### src/rtl/exu_disp_oitf_pkg.sv
// Shared widths and hazard bundle for the dispatch stage and its
// outstanding-instruction-track FIFO.
package exu_disp_oitf_pkg;
  localparam int XLEN          = 32;
  localparam int PC_SIZE       = 32;
  localparam int RFIDX_WIDTH   = 5;
  localparam int DECINFO_WIDTH = 32;
  localparam int OITF_DEPTH    = 4;
  localparam int ITAG_WIDTH    = $clog2(OITF_DEPTH);

  typedef struct packed {
    logic raw1;
    logic raw2;
    logic waw;
    logic full;
  } hazard_t;

  function automatic logic any_hazard(input hazard_t h);
    return h.raw1 | h.raw2 | h.waw | h.full;
  endfunction
endpackage

### src/rtl/exu_disp_oitf_if.sv
// Dispatch, ALU issue and long-pipe retire signal bundle.
interface exu_disp_oitf_if #(
  parameter int XLEN    = 32,
  parameter int PC_W    = 32,
  parameter int RFIDX_W = 5,
  parameter int INFO_W  = 32,
  parameter int ITAG_W  = 2
) ();
  logic               disp_i_valid;
  logic               disp_i_ready;
  logic               disp_i_rs1x0;
  logic               disp_i_rs2x0;
  logic               disp_i_rs1en;
  logic               disp_i_rs2en;
  logic [RFIDX_W-1:0] disp_i_rs1idx;
  logic [RFIDX_W-1:0] disp_i_rs2idx;
  logic [XLEN-1:0]    disp_i_rs1;
  logic [XLEN-1:0]    disp_i_rs2;
  logic               disp_i_rdwen;
  logic [RFIDX_W-1:0] disp_i_rdidx;
  logic [INFO_W-1:0]  disp_i_info;
  logic [XLEN-1:0]    disp_i_imm;
  logic [PC_W-1:0]    disp_i_pc;

  logic               disp_o_alu_valid;
  logic               disp_o_alu_ready;
  logic               disp_o_alu_longpipe;
  logic [XLEN-1:0]    disp_o_alu_rs1;
  logic [XLEN-1:0]    disp_o_alu_rs2;
  logic               disp_o_alu_rdwen;
  logic [RFIDX_W-1:0] disp_o_alu_rdidx;
  logic [INFO_W-1:0]  disp_o_alu_info;
  logic [XLEN-1:0]    disp_o_alu_imm;
  logic [PC_W-1:0]    disp_o_alu_pc;
  logic [ITAG_W-1:0]  disp_o_alu_itag;

  logic               oitf_ret_valid;
  logic               oitf_ret_ready;
  logic [ITAG_W-1:0]  oitf_ret_ptr;
  logic               oitf_ret_rdwen;
  logic [RFIDX_W-1:0] oitf_ret_rdidx;
  logic               oitf_empty;
  logic               oitf_full;

  modport master (
    output disp_i_valid, disp_i_rs1x0, disp_i_rs2x0, disp_i_rs1en, disp_i_rs2en,
           disp_i_rs1idx, disp_i_rs2idx, disp_i_rs1, disp_i_rs2, disp_i_rdwen,
           disp_i_rdidx, disp_i_info, disp_i_imm, disp_i_pc,
           disp_o_alu_ready, disp_o_alu_longpipe, oitf_ret_valid,
    input  disp_i_ready, disp_o_alu_valid, disp_o_alu_rs1, disp_o_alu_rs2,
           disp_o_alu_rdwen, disp_o_alu_rdidx, disp_o_alu_info, disp_o_alu_imm,
           disp_o_alu_pc, disp_o_alu_itag, oitf_ret_ready, oitf_ret_ptr,
           oitf_ret_rdwen, oitf_ret_rdidx, oitf_empty, oitf_full
  );

  modport slave (
    input  disp_i_valid, disp_i_rs1x0, disp_i_rs2x0, disp_i_rs1en, disp_i_rs2en,
           disp_i_rs1idx, disp_i_rs2idx, disp_i_rs1, disp_i_rs2, disp_i_rdwen,
           disp_i_rdidx, disp_i_info, disp_i_imm, disp_i_pc,
           disp_o_alu_ready, disp_o_alu_longpipe, oitf_ret_valid,
    output disp_i_ready, disp_o_alu_valid, disp_o_alu_rs1, disp_o_alu_rs2,
           disp_o_alu_rdwen, disp_o_alu_rdidx, disp_o_alu_info, disp_o_alu_imm,
           disp_o_alu_pc, disp_o_alu_itag, oitf_ret_ready, oitf_ret_ptr,
           oitf_ret_rdwen, oitf_ret_rdidx, oitf_empty, oitf_full
  );
endinterface

### src/rtl/exu_disp_oitf_oitf.sv
// In-order tracker of outstanding long-pipe writes: entries, wrap-bit
// pointers, full/empty flags and register-index match vectors.
module exu_oitf
  import exu_disp_oitf_pkg::*;
#(
  parameter int OITF_DEPTH = exu_disp_oitf_pkg::OITF_DEPTH,
  parameter int ITAG_W     = $clog2(OITF_DEPTH),
  parameter int RFIDX_W    = RFIDX_WIDTH
) (
  input  logic               clk,
  input  logic               rst,
  input  logic               i_alloc,
  input  logic               i_alloc_rdwen,
  input  logic [RFIDX_W-1:0] i_alloc_rdidx,
  input  logic               i_ret_valid,
  input  logic [RFIDX_W-1:0] i_rs1idx,
  input  logic [RFIDX_W-1:0] i_rs2idx,
  input  logic [RFIDX_W-1:0] i_rdidx,
  output logic [ITAG_W-1:0]  o_wr_ptr,
  output logic [ITAG_W-1:0]  o_ret_ptr,
  output logic               o_ret_rdwen,
  output logic [RFIDX_W-1:0] o_ret_rdidx,
  output logic               o_empty,
  output logic               o_full,
  output logic               o_oitfrd_match_rs1,
  output logic               o_oitfrd_match_rs2,
  output logic               o_oitfrd_match_rd
);
  localparam logic [ITAG_W-1:0] LAST = ITAG_W'(OITF_DEPTH - 1);

  logic [ITAG_W-1:0]     r_wr_ptr;
  logic [ITAG_W-1:0]     r_rd_ptr;
  logic                  r_wr_flg;
  logic                  r_rd_flg;
  logic [OITF_DEPTH-1:0] r_vld;
  logic [OITF_DEPTH-1:0] r_rdwen;
  logic [RFIDX_W-1:0]    r_rdidx [OITF_DEPTH];

  logic w_ptr_eq;
  logic w_empty;
  logic w_ret;

  assign w_ptr_eq = (r_wr_ptr == r_rd_ptr);
  assign w_empty  = w_ptr_eq & (r_wr_flg == r_rd_flg);
  assign w_ret    = i_ret_valid & ~w_empty;

  // Alloc and retire never target the same slot: that needs full (alloc
  // stalled) or empty (retire ignored).
  always_ff @(posedge clk) begin
    if (rst) begin
      r_wr_ptr <= '0;
      r_rd_ptr <= '0;
      r_wr_flg <= 1'b0;
      r_rd_flg <= 1'b0;
      r_vld    <= '0;
    end else begin
      if (w_ret) begin
        r_vld[r_rd_ptr] <= 1'b0;
        r_rd_ptr        <= r_rd_ptr + 1'b1;
        if (r_rd_ptr == LAST) r_rd_flg <= ~r_rd_flg;
      end
      if (i_alloc) begin
        r_vld[r_wr_ptr]   <= 1'b1;
        r_rdwen[r_wr_ptr] <= i_alloc_rdwen;
        r_rdidx[r_wr_ptr] <= i_alloc_rdidx;
        r_wr_ptr          <= r_wr_ptr + 1'b1;
        if (r_wr_ptr == LAST) r_wr_flg <= ~r_wr_flg;
      end
    end
  end

  always_comb begin
    o_oitfrd_match_rs1 = 1'b0;
    o_oitfrd_match_rs2 = 1'b0;
    o_oitfrd_match_rd  = 1'b0;
    for (int k = 0; k < OITF_DEPTH; k++) begin
      if (r_vld[k] && r_rdwen[k]) begin
        if (r_rdidx[k] == i_rs1idx) o_oitfrd_match_rs1 = 1'b1;
        if (r_rdidx[k] == i_rs2idx) o_oitfrd_match_rs2 = 1'b1;
        if (r_rdidx[k] == i_rdidx)  o_oitfrd_match_rd  = 1'b1;
      end
    end
  end

  assign o_wr_ptr    = r_wr_ptr;
  assign o_ret_ptr   = r_rd_ptr;
  assign o_ret_rdwen = r_rdwen[r_rd_ptr];
  assign o_ret_rdidx = r_rdidx[r_rd_ptr];
  assign o_empty     = w_empty;
  assign o_full      = w_ptr_eq & (r_wr_flg != r_rd_flg);
endmodule

### src/rtl/exu_disp_oitf.sv
// EXU dispatch: x0 operand masking, RAW/WAW/full stalling against the OITF,
// and ITAG issue to long-pipe ops.
module exu_disp_oitf
  import exu_disp_oitf_pkg::*;
#(
  parameter int XLEN       = exu_disp_oitf_pkg::XLEN,
  parameter int PC_W       = PC_SIZE,
  parameter int RFIDX_W    = RFIDX_WIDTH,
  parameter int INFO_W     = DECINFO_WIDTH,
  parameter int OITF_DEPTH = exu_disp_oitf_pkg::OITF_DEPTH,
  parameter int ITAG_W     = $clog2(OITF_DEPTH)
) (
  input logic            clk,
  input logic            rst,
  exu_disp_oitf_if.slave io_disp
);
  logic [XLEN-1:0]   w_rs1;
  logic [XLEN-1:0]   w_rs2;
  logic [PC_W-1:0]   w_pc;
  logic [INFO_W-1:0] w_info;
  logic [ITAG_W-1:0] w_wr_ptr;
  logic              w_match_rs1;
  logic              w_match_rs2;
  logic              w_match_rd;
  logic              w_full;
  logic              w_stall;
  logic              w_alu_valid;
  logic              w_alloc;
  hazard_t           w_haz;

  assign w_rs1  = io_disp.disp_i_rs1 & ~{XLEN{io_disp.disp_i_rs1x0}};
  assign w_rs2  = io_disp.disp_i_rs2 & ~{XLEN{io_disp.disp_i_rs2x0}};
  assign w_pc   = io_disp.disp_i_pc;
  assign w_info = io_disp.disp_i_info;

  // Hazards look only at registered OITF state, so a same-cycle retire
  // still stalls for one cycle.
  assign w_haz.raw1 = io_disp.disp_i_rs1en & ~io_disp.disp_i_rs1x0 & w_match_rs1;
  assign w_haz.raw2 = io_disp.disp_i_rs2en & ~io_disp.disp_i_rs2x0 & w_match_rs2;
  assign w_haz.waw  = io_disp.disp_i_rdwen & w_match_rd;
  assign w_haz.full = io_disp.disp_o_alu_longpipe & w_full;
  assign w_stall    = any_hazard(w_haz);

  assign w_alu_valid = io_disp.disp_i_valid & ~w_stall;
  assign w_alloc     = w_alu_valid & io_disp.disp_o_alu_ready & io_disp.disp_o_alu_longpipe;

  exu_oitf #(
    .OITF_DEPTH (OITF_DEPTH),
    .ITAG_W     (ITAG_W),
    .RFIDX_W    (RFIDX_W)
  ) u_oitf (
    .clk                (clk),
    .rst                (rst),
    .i_alloc            (w_alloc),
    .i_alloc_rdwen      (io_disp.disp_i_rdwen),
    .i_alloc_rdidx      (io_disp.disp_i_rdidx),
    .i_ret_valid        (io_disp.oitf_ret_valid),
    .i_rs1idx           (io_disp.disp_i_rs1idx),
    .i_rs2idx           (io_disp.disp_i_rs2idx),
    .i_rdidx            (io_disp.disp_i_rdidx),
    .o_wr_ptr           (w_wr_ptr),
    .o_ret_ptr          (io_disp.oitf_ret_ptr),
    .o_ret_rdwen        (io_disp.oitf_ret_rdwen),
    .o_ret_rdidx        (io_disp.oitf_ret_rdidx),
    .o_empty            (io_disp.oitf_empty),
    .o_full             (w_full),
    .o_oitfrd_match_rs1 (w_match_rs1),
    .o_oitfrd_match_rs2 (w_match_rs2),
    .o_oitfrd_match_rd  (w_match_rd)
  );

  assign io_disp.disp_o_alu_valid = w_alu_valid;
  assign io_disp.disp_i_ready     = io_disp.disp_o_alu_ready & ~w_stall;
  assign io_disp.disp_o_alu_rs1   = w_rs1;
  assign io_disp.disp_o_alu_rs2   = w_rs2;
  assign io_disp.disp_o_alu_rdwen = io_disp.disp_i_rdwen;
  assign io_disp.disp_o_alu_rdidx = io_disp.disp_i_rdidx;
  assign io_disp.disp_o_alu_info  = w_info;
  assign io_disp.disp_o_alu_imm   = io_disp.disp_i_imm;
  assign io_disp.disp_o_alu_pc    = w_pc;
  assign io_disp.disp_o_alu_itag  = w_wr_ptr;
  assign io_disp.oitf_ret_ready   = ~io_disp.oitf_empty;
  assign io_disp.oitf_full        = w_full;
endmodule

### src/flat_wrapper.sv
// flat-port wrapper written by rule: the top's interface ports become plain ports
module exu_disp_oitf_flat import exu_disp_oitf_pkg::*;
#(
  parameter int XLEN       = exu_disp_oitf_pkg::XLEN,
  parameter int PC_W       = PC_SIZE,
  parameter int RFIDX_W    = RFIDX_WIDTH,
  parameter int INFO_W     = DECINFO_WIDTH,
  parameter int OITF_DEPTH = exu_disp_oitf_pkg::OITF_DEPTH,
  parameter int ITAG_W     = $clog2(OITF_DEPTH)
)
  (clk, rst, io_disp_disp_i_valid, io_disp_disp_i_rs1x0, io_disp_disp_i_rs2x0, io_disp_disp_i_rs1en, io_disp_disp_i_rs2en, io_disp_disp_i_rs1idx, io_disp_disp_i_rs2idx, io_disp_disp_i_rs1, io_disp_disp_i_rs2, io_disp_disp_i_rdwen, io_disp_disp_i_rdidx, io_disp_disp_i_info, io_disp_disp_i_imm, io_disp_disp_i_pc, io_disp_disp_o_alu_ready, io_disp_disp_o_alu_longpipe, io_disp_oitf_ret_valid, io_disp_disp_i_ready, io_disp_disp_o_alu_valid, io_disp_disp_o_alu_rs1, io_disp_disp_o_alu_rs2, io_disp_disp_o_alu_rdwen, io_disp_disp_o_alu_rdidx, io_disp_disp_o_alu_info, io_disp_disp_o_alu_imm, io_disp_disp_o_alu_pc, io_disp_disp_o_alu_itag, io_disp_oitf_ret_ready, io_disp_oitf_ret_ptr, io_disp_oitf_ret_rdwen, io_disp_oitf_ret_rdidx, io_disp_oitf_empty, io_disp_oitf_full);
  exu_disp_oitf_if #(.XLEN(XLEN), .PC_W(PC_W), .RFIDX_W(RFIDX_W), .INFO_W(INFO_W), .ITAG_W(ITAG_W)) io_disp_i ();
  input logic clk;
  input logic rst;
  input wire logic [$bits(io_disp_i.disp_i_valid)-1:0] io_disp_disp_i_valid;
  input wire logic [$bits(io_disp_i.disp_i_rs1x0)-1:0] io_disp_disp_i_rs1x0;
  input wire logic [$bits(io_disp_i.disp_i_rs2x0)-1:0] io_disp_disp_i_rs2x0;
  input wire logic [$bits(io_disp_i.disp_i_rs1en)-1:0] io_disp_disp_i_rs1en;
  input wire logic [$bits(io_disp_i.disp_i_rs2en)-1:0] io_disp_disp_i_rs2en;
  input wire logic [$bits(io_disp_i.disp_i_rs1idx)-1:0] io_disp_disp_i_rs1idx;
  input wire logic [$bits(io_disp_i.disp_i_rs2idx)-1:0] io_disp_disp_i_rs2idx;
  input wire logic [$bits(io_disp_i.disp_i_rs1)-1:0] io_disp_disp_i_rs1;
  input wire logic [$bits(io_disp_i.disp_i_rs2)-1:0] io_disp_disp_i_rs2;
  input wire logic [$bits(io_disp_i.disp_i_rdwen)-1:0] io_disp_disp_i_rdwen;
  input wire logic [$bits(io_disp_i.disp_i_rdidx)-1:0] io_disp_disp_i_rdidx;
  input wire logic [$bits(io_disp_i.disp_i_info)-1:0] io_disp_disp_i_info;
  input wire logic [$bits(io_disp_i.disp_i_imm)-1:0] io_disp_disp_i_imm;
  input wire logic [$bits(io_disp_i.disp_i_pc)-1:0] io_disp_disp_i_pc;
  input wire logic [$bits(io_disp_i.disp_o_alu_ready)-1:0] io_disp_disp_o_alu_ready;
  input wire logic [$bits(io_disp_i.disp_o_alu_longpipe)-1:0] io_disp_disp_o_alu_longpipe;
  input wire logic [$bits(io_disp_i.oitf_ret_valid)-1:0] io_disp_oitf_ret_valid;
  output wire logic [$bits(io_disp_i.disp_i_ready)-1:0] io_disp_disp_i_ready;
  output wire logic [$bits(io_disp_i.disp_o_alu_valid)-1:0] io_disp_disp_o_alu_valid;
  output wire logic [$bits(io_disp_i.disp_o_alu_rs1)-1:0] io_disp_disp_o_alu_rs1;
  output wire logic [$bits(io_disp_i.disp_o_alu_rs2)-1:0] io_disp_disp_o_alu_rs2;
  output wire logic [$bits(io_disp_i.disp_o_alu_rdwen)-1:0] io_disp_disp_o_alu_rdwen;
  output wire logic [$bits(io_disp_i.disp_o_alu_rdidx)-1:0] io_disp_disp_o_alu_rdidx;
  output wire logic [$bits(io_disp_i.disp_o_alu_info)-1:0] io_disp_disp_o_alu_info;
  output wire logic [$bits(io_disp_i.disp_o_alu_imm)-1:0] io_disp_disp_o_alu_imm;
  output wire logic [$bits(io_disp_i.disp_o_alu_pc)-1:0] io_disp_disp_o_alu_pc;
  output wire logic [$bits(io_disp_i.disp_o_alu_itag)-1:0] io_disp_disp_o_alu_itag;
  output wire logic [$bits(io_disp_i.oitf_ret_ready)-1:0] io_disp_oitf_ret_ready;
  output wire logic [$bits(io_disp_i.oitf_ret_ptr)-1:0] io_disp_oitf_ret_ptr;
  output wire logic [$bits(io_disp_i.oitf_ret_rdwen)-1:0] io_disp_oitf_ret_rdwen;
  output wire logic [$bits(io_disp_i.oitf_ret_rdidx)-1:0] io_disp_oitf_ret_rdidx;
  output wire logic [$bits(io_disp_i.oitf_empty)-1:0] io_disp_oitf_empty;
  output wire logic [$bits(io_disp_i.oitf_full)-1:0] io_disp_oitf_full;
  assign io_disp_i.disp_i_valid = io_disp_disp_i_valid;
  assign io_disp_i.disp_i_rs1x0 = io_disp_disp_i_rs1x0;
  assign io_disp_i.disp_i_rs2x0 = io_disp_disp_i_rs2x0;
  assign io_disp_i.disp_i_rs1en = io_disp_disp_i_rs1en;
  assign io_disp_i.disp_i_rs2en = io_disp_disp_i_rs2en;
  assign io_disp_i.disp_i_rs1idx = io_disp_disp_i_rs1idx;
  assign io_disp_i.disp_i_rs2idx = io_disp_disp_i_rs2idx;
  assign io_disp_i.disp_i_rs1 = io_disp_disp_i_rs1;
  assign io_disp_i.disp_i_rs2 = io_disp_disp_i_rs2;
  assign io_disp_i.disp_i_rdwen = io_disp_disp_i_rdwen;
  assign io_disp_i.disp_i_rdidx = io_disp_disp_i_rdidx;
  assign io_disp_i.disp_i_info = io_disp_disp_i_info;
  assign io_disp_i.disp_i_imm = io_disp_disp_i_imm;
  assign io_disp_i.disp_i_pc = io_disp_disp_i_pc;
  assign io_disp_i.disp_o_alu_ready = io_disp_disp_o_alu_ready;
  assign io_disp_i.disp_o_alu_longpipe = io_disp_disp_o_alu_longpipe;
  assign io_disp_i.oitf_ret_valid = io_disp_oitf_ret_valid;
  assign io_disp_disp_i_ready = io_disp_i.disp_i_ready;
  assign io_disp_disp_o_alu_valid = io_disp_i.disp_o_alu_valid;
  assign io_disp_disp_o_alu_rs1 = io_disp_i.disp_o_alu_rs1;
  assign io_disp_disp_o_alu_rs2 = io_disp_i.disp_o_alu_rs2;
  assign io_disp_disp_o_alu_rdwen = io_disp_i.disp_o_alu_rdwen;
  assign io_disp_disp_o_alu_rdidx = io_disp_i.disp_o_alu_rdidx;
  assign io_disp_disp_o_alu_info = io_disp_i.disp_o_alu_info;
  assign io_disp_disp_o_alu_imm = io_disp_i.disp_o_alu_imm;
  assign io_disp_disp_o_alu_pc = io_disp_i.disp_o_alu_pc;
  assign io_disp_disp_o_alu_itag = io_disp_i.disp_o_alu_itag;
  assign io_disp_oitf_ret_ready = io_disp_i.oitf_ret_ready;
  assign io_disp_oitf_ret_ptr = io_disp_i.oitf_ret_ptr;
  assign io_disp_oitf_ret_rdwen = io_disp_i.oitf_ret_rdwen;
  assign io_disp_oitf_ret_rdidx = io_disp_i.oitf_ret_rdidx;
  assign io_disp_oitf_empty = io_disp_i.oitf_empty;
  assign io_disp_oitf_full = io_disp_i.oitf_full;
  exu_disp_oitf #(.XLEN(XLEN), .PC_W(PC_W), .RFIDX_W(RFIDX_W), .INFO_W(INFO_W), .OITF_DEPTH(OITF_DEPTH), .ITAG_W(ITAG_W)) u_core (.clk(clk), .rst(rst), .io_disp(io_disp_i));
endmodule
### config.mk
export PLATFORM = sky130hd
export DESIGN_NAME = exu_disp_oitf_flat
export DESIGN_NICKNAME = d
export VERILOG_FILES = /design/src/rtl/exu_disp_oitf_pkg.sv /design/src/rtl/exu_disp_oitf_if.sv /design/src/rtl/exu_disp_oitf_oitf.sv /design/src/rtl/exu_disp_oitf.sv /design/src/flat_wrapper.sv
export SDC_FILE = /design/constraint.sdc
export NUM_CORES = 1
export LEC_CHECK = 0
export ABC_AREA = 1
export BUFFER_PORTS_ARGS = -buffer_cell sky130_fd_sc_hd__clkbuf_2
export CAP_MARGIN = 15
export CORE_AREA = 2 2 142 144
export DETAILED_ROUTE_END_ITERATION = 7
export DIE_AREA = 0 0 144 146
export REMOVE_ABC_BUFFERS = 1
export SKIP_LAST_GASP = 1
export SYNTH_ARGS = -nofsm -noshare
export SYNTH_HDL_FRONTEND = slang
export SYNTH_HIERARCHICAL = 1
export SYNTH_SLANG_ARGS = --single-unit
### constraint.sdc
create_clock -name clk -period 2.4 [get_ports clk]
set_clock_uncertainty 0.1 [all_clocks]
set_input_delay 0.48 -clock clk [delete_from_list [all_inputs] [get_ports clk]]
set_output_delay 0.48 -clock clk [all_outputs]
set_load 0.01 [all_outputs]
==> flow_metrics.tcl <==
set metrics [dict create \
    status "complete, but fails checks" \
    violations "setup timing" \
    rsz0062_at_grt "true" \
    htreeDepth 2 \
    crit_buf_inv 5 \
    dieArea_um2 21000 \
    max_stage_delay_ns 0.49 \
    grt_usage_pct 20.7 \
    vias 4108 \
    nets 905 \
    synth_top_area_cell "buf_4" \
    holdPathStages 2 \
    drt-vias-per-instance 4.20 \
    power_density_nw_per_um2 424 \
    synth.most_common_cell "nor2_1" \
    grt_pass1_vias 3699 \
    async_flop_share_pct 0 \
    grt_max_degree 33 \
    totalPowerFinal_mw 2.01 \
    hp-class "reg -> reg" \
    io_pins 367 \
    pre_cts_ws_ns -0.112 \
    row_count 51 \
    cp-end-kind "output pin" \
    first_pass_iters 5 \
    final_cells 977 \
    post_drt_wl_per_cell_um 23.3 \
    avgSynthCellArea_um2 6.26 \
    hold_violations 0 \
    port_buffers 174 \
    grt_pass1_wl_um 30300 \
    drive_above_1_share_pct 35.4 \
    cts_root_buf "clkbuf_16" \
    dp_cells 958 \
    clk_latency_ns 0.27 \
    diodes 0 \
    synth_seq_cells 36 \
    setup_viol 21 \
    cp_max_fo 4 \
    slew_violations 0 \
    synthTopCellsByArea "buf_4 (20%), edfxtp_1 (19%), nor2_1 (13%)" \
    cts_buffer_depth 2 \
    core_area_um2 19300 \
    clk_pin_slew_ns 0.05 \
    critPathMostFrequentCell "nand2_1" \
    crit_path_top_delay_cell "edfxtp_1" \
    worst_slack_ns -0.162 \
    crit_type "reg -> out" \
    peakVddDrop_mv 0.522 \
    synth_edf_count 24 \
    die_y_um 146 \
    yosysUniqueCellTypes 23 \
    slew_headroom_pct 67.4 \
    holdWs_ns 0.372 \
    drt_iter0_drc 309 \
    r2r_cells 16 \
    min_period_ns 2.56 \
    cts_buffers 5 \
    grt_overflow 0 \
    r2r_end "u_core/u_oitf/r_rdwen[0]" \
    start_util_pct 19.8 \
    crit_required_ns 1.82 \
    max_freq_ghz 0.390 \
    hp-start "u_core/u_oitf/r_vld[3]" \
    tightest_slew_ns 0.488 \
    gp_congestion 0.933 \
    hpwlAfterDp_um 19200 \
    antenna_found_initial 0 \
    cp-start-kind "flop" \
    ys.flop_type "edfxtp_1" \
    critPathTopFamily "simple AND/OR/NAND/NOR gates" \
    maxCapViolCount 0 \
    tritoncts "done" \
    worst-r2r-setup-slack_ns -0.11 \
    ys_seq_area_share_pct 25.1 \
    area_growth_pct 23.7 \
    synthCells 612 \
    power.leakage_nw 2.72 \
    synth.top_cells.by_count "nor2_1 (129), inv_1 (122), buf_4 (103), nand2_1 (96), o21ai_0 (43)" \
    holdBufCountCts 0 \
    drt_drc_violations_left 0 \
    min_to "u_core/u_oitf/r_vld[3]" \
    synth_top_area_share_pct 20.2 \
    ys.warnings.count 6 \
    fin_crit_sh_pct 107 \
    worstPathArrival_ns 1.98 \
    wirelength_um 22700 \
    clkSinkCount 36 \
    ant_nets 0 \
    crit_chain "buf_4 -> xor2_1 -> nor2_1 -> nand3_1 -> nand2_1 -> inv_1 -> nand2_1 -> nand2_1 -> nand2_2 -> nor2_4 -> nand3_4 -> buf_6 -> inv_4 -> buf_6" \
    synth.cell_area_um2 3830 \
    die_width_um 144 \
    r2r_start "u_core/u_oitf/r_rdidx[1][0]" \
]
## cell families (layout without fill, tap and decap cells)
kind of cell               after synthesis  in the layout  share of synthesized area [%]
AOI/OAI and AO/OA                       65             65                           8.56
DFF                                     36             36                           25.1
buffers and inverters                  237            337                           33.6
and+or+nand+nor                        251            251                           26.7
adders and majority gates                8              8                           2.61
xor gates and xnor gates                15             15                           3.43
## cell type report
class                   count  area [µm²]
clock buffers               6         129
inverters                 125         479
fillers                  2170       14600
multi-input cells         339        1690
clock inverters             2        35.0
repair buffers            204        1120
well taps                 265         332
flip-flops and latches     36         961
## how the worst max path moves through the flow
stage | start | to | cells after the start
after floorplan | io_disp_disp_i_rdidx[3] | u_core/u_oitf/r_rdidx[3][0] | 15
after global placement | io_disp_disp_i_rdidx[4] | u_core/u_oitf/r_rdidx[0][1] | 15
after detailed placement | io_disp_disp_i_rdidx[4] | u_core/u_oitf/r_rdidx[1][1] | 15
after CTS | u_core/u_oitf/r_rdidx[0][3] | io_disp_disp_i_ready | 15
after global routing | u_core/u_oitf/r_rdidx[1][0] | io_disp_disp_i_ready | 14
final | u_core/u_oitf/r_rdidx[1][0] | io_disp_disp_i_ready | 14
## metrics by stage
stage	area (µm²)	TNS [ns]	util, %
floorplan	3010	0	-
global placement	4360	-1.73	22.5
detailed placement	4360	-2.55	22.5
CTS	4560	-0.800	23.6
global route	4740	-5.19	24.5
finish	4740	-1.84	24.5
## layer usage
metal  up-vias  GRT usage (%)  share of wire (%)
met3        28           21.2                 23
met4        10           2.45                1.0
met5         -           14.8                1.6
met2       358           25.2                 36
li1       1924              -                  -
met1      1788           24.6                 39
## state kept, by name (all words and copies together), names as in the netlist, named ones only
signal	cells
u_core/u_oitf/o_ret_ptr	2
u_core/u_oitf/r_rdidx	20
u_core/u_oitf/r_rdwen	4
u_core/u_oitf/o_wr_ptr	2
u_core/u_oitf/r_vld	4
u_core/u_oitf/r_wr_flg	1
u_core/u_oitf/r_rd_flg	1
## power by group
group          internal [mW]  total [mW]  switching, mW
Combinational          0.239       0.595          0.356
Clock                  0.488       0.715          0.228
Sequential             0.679       0.699         0.0200
Total                   1.41        2.01          0.604
## tightest hold or removal path, stage by stage, from the launching register on
cell and delay [ns]:
dfxtp_1 0.31, nand3_1 0.07, nand2_1 0.04
## placed cells by master, fill, tap and decap left out, types with 2 or more instances in the layout
cell type,count
nand2_2,9
nand3_1,12
o22ai_1,2
edfxtp_1,24
o21ai_0,34
nor2_4,4
buf_4,26
nand3_4,3
buf_6,5
nand2_1,88
dfxtp_1,12
ha_1,8
o21ai_1,11
clkbuf_16,5
xor2_1,13
inv_2,10
inv_4,4
inv_1,111
nor2_1,126
nand3_2,4
a21oi_1,16
clkbuf_2,172
o21ai_2,2
xor2_2,2
## what timing repair did
item	CTS	global route
setup endpoints to repair	8	31
pin swaps	12	15
setup buffers	3	8
gates resized for setup	11	45
(Power assumes the default switching activity.)
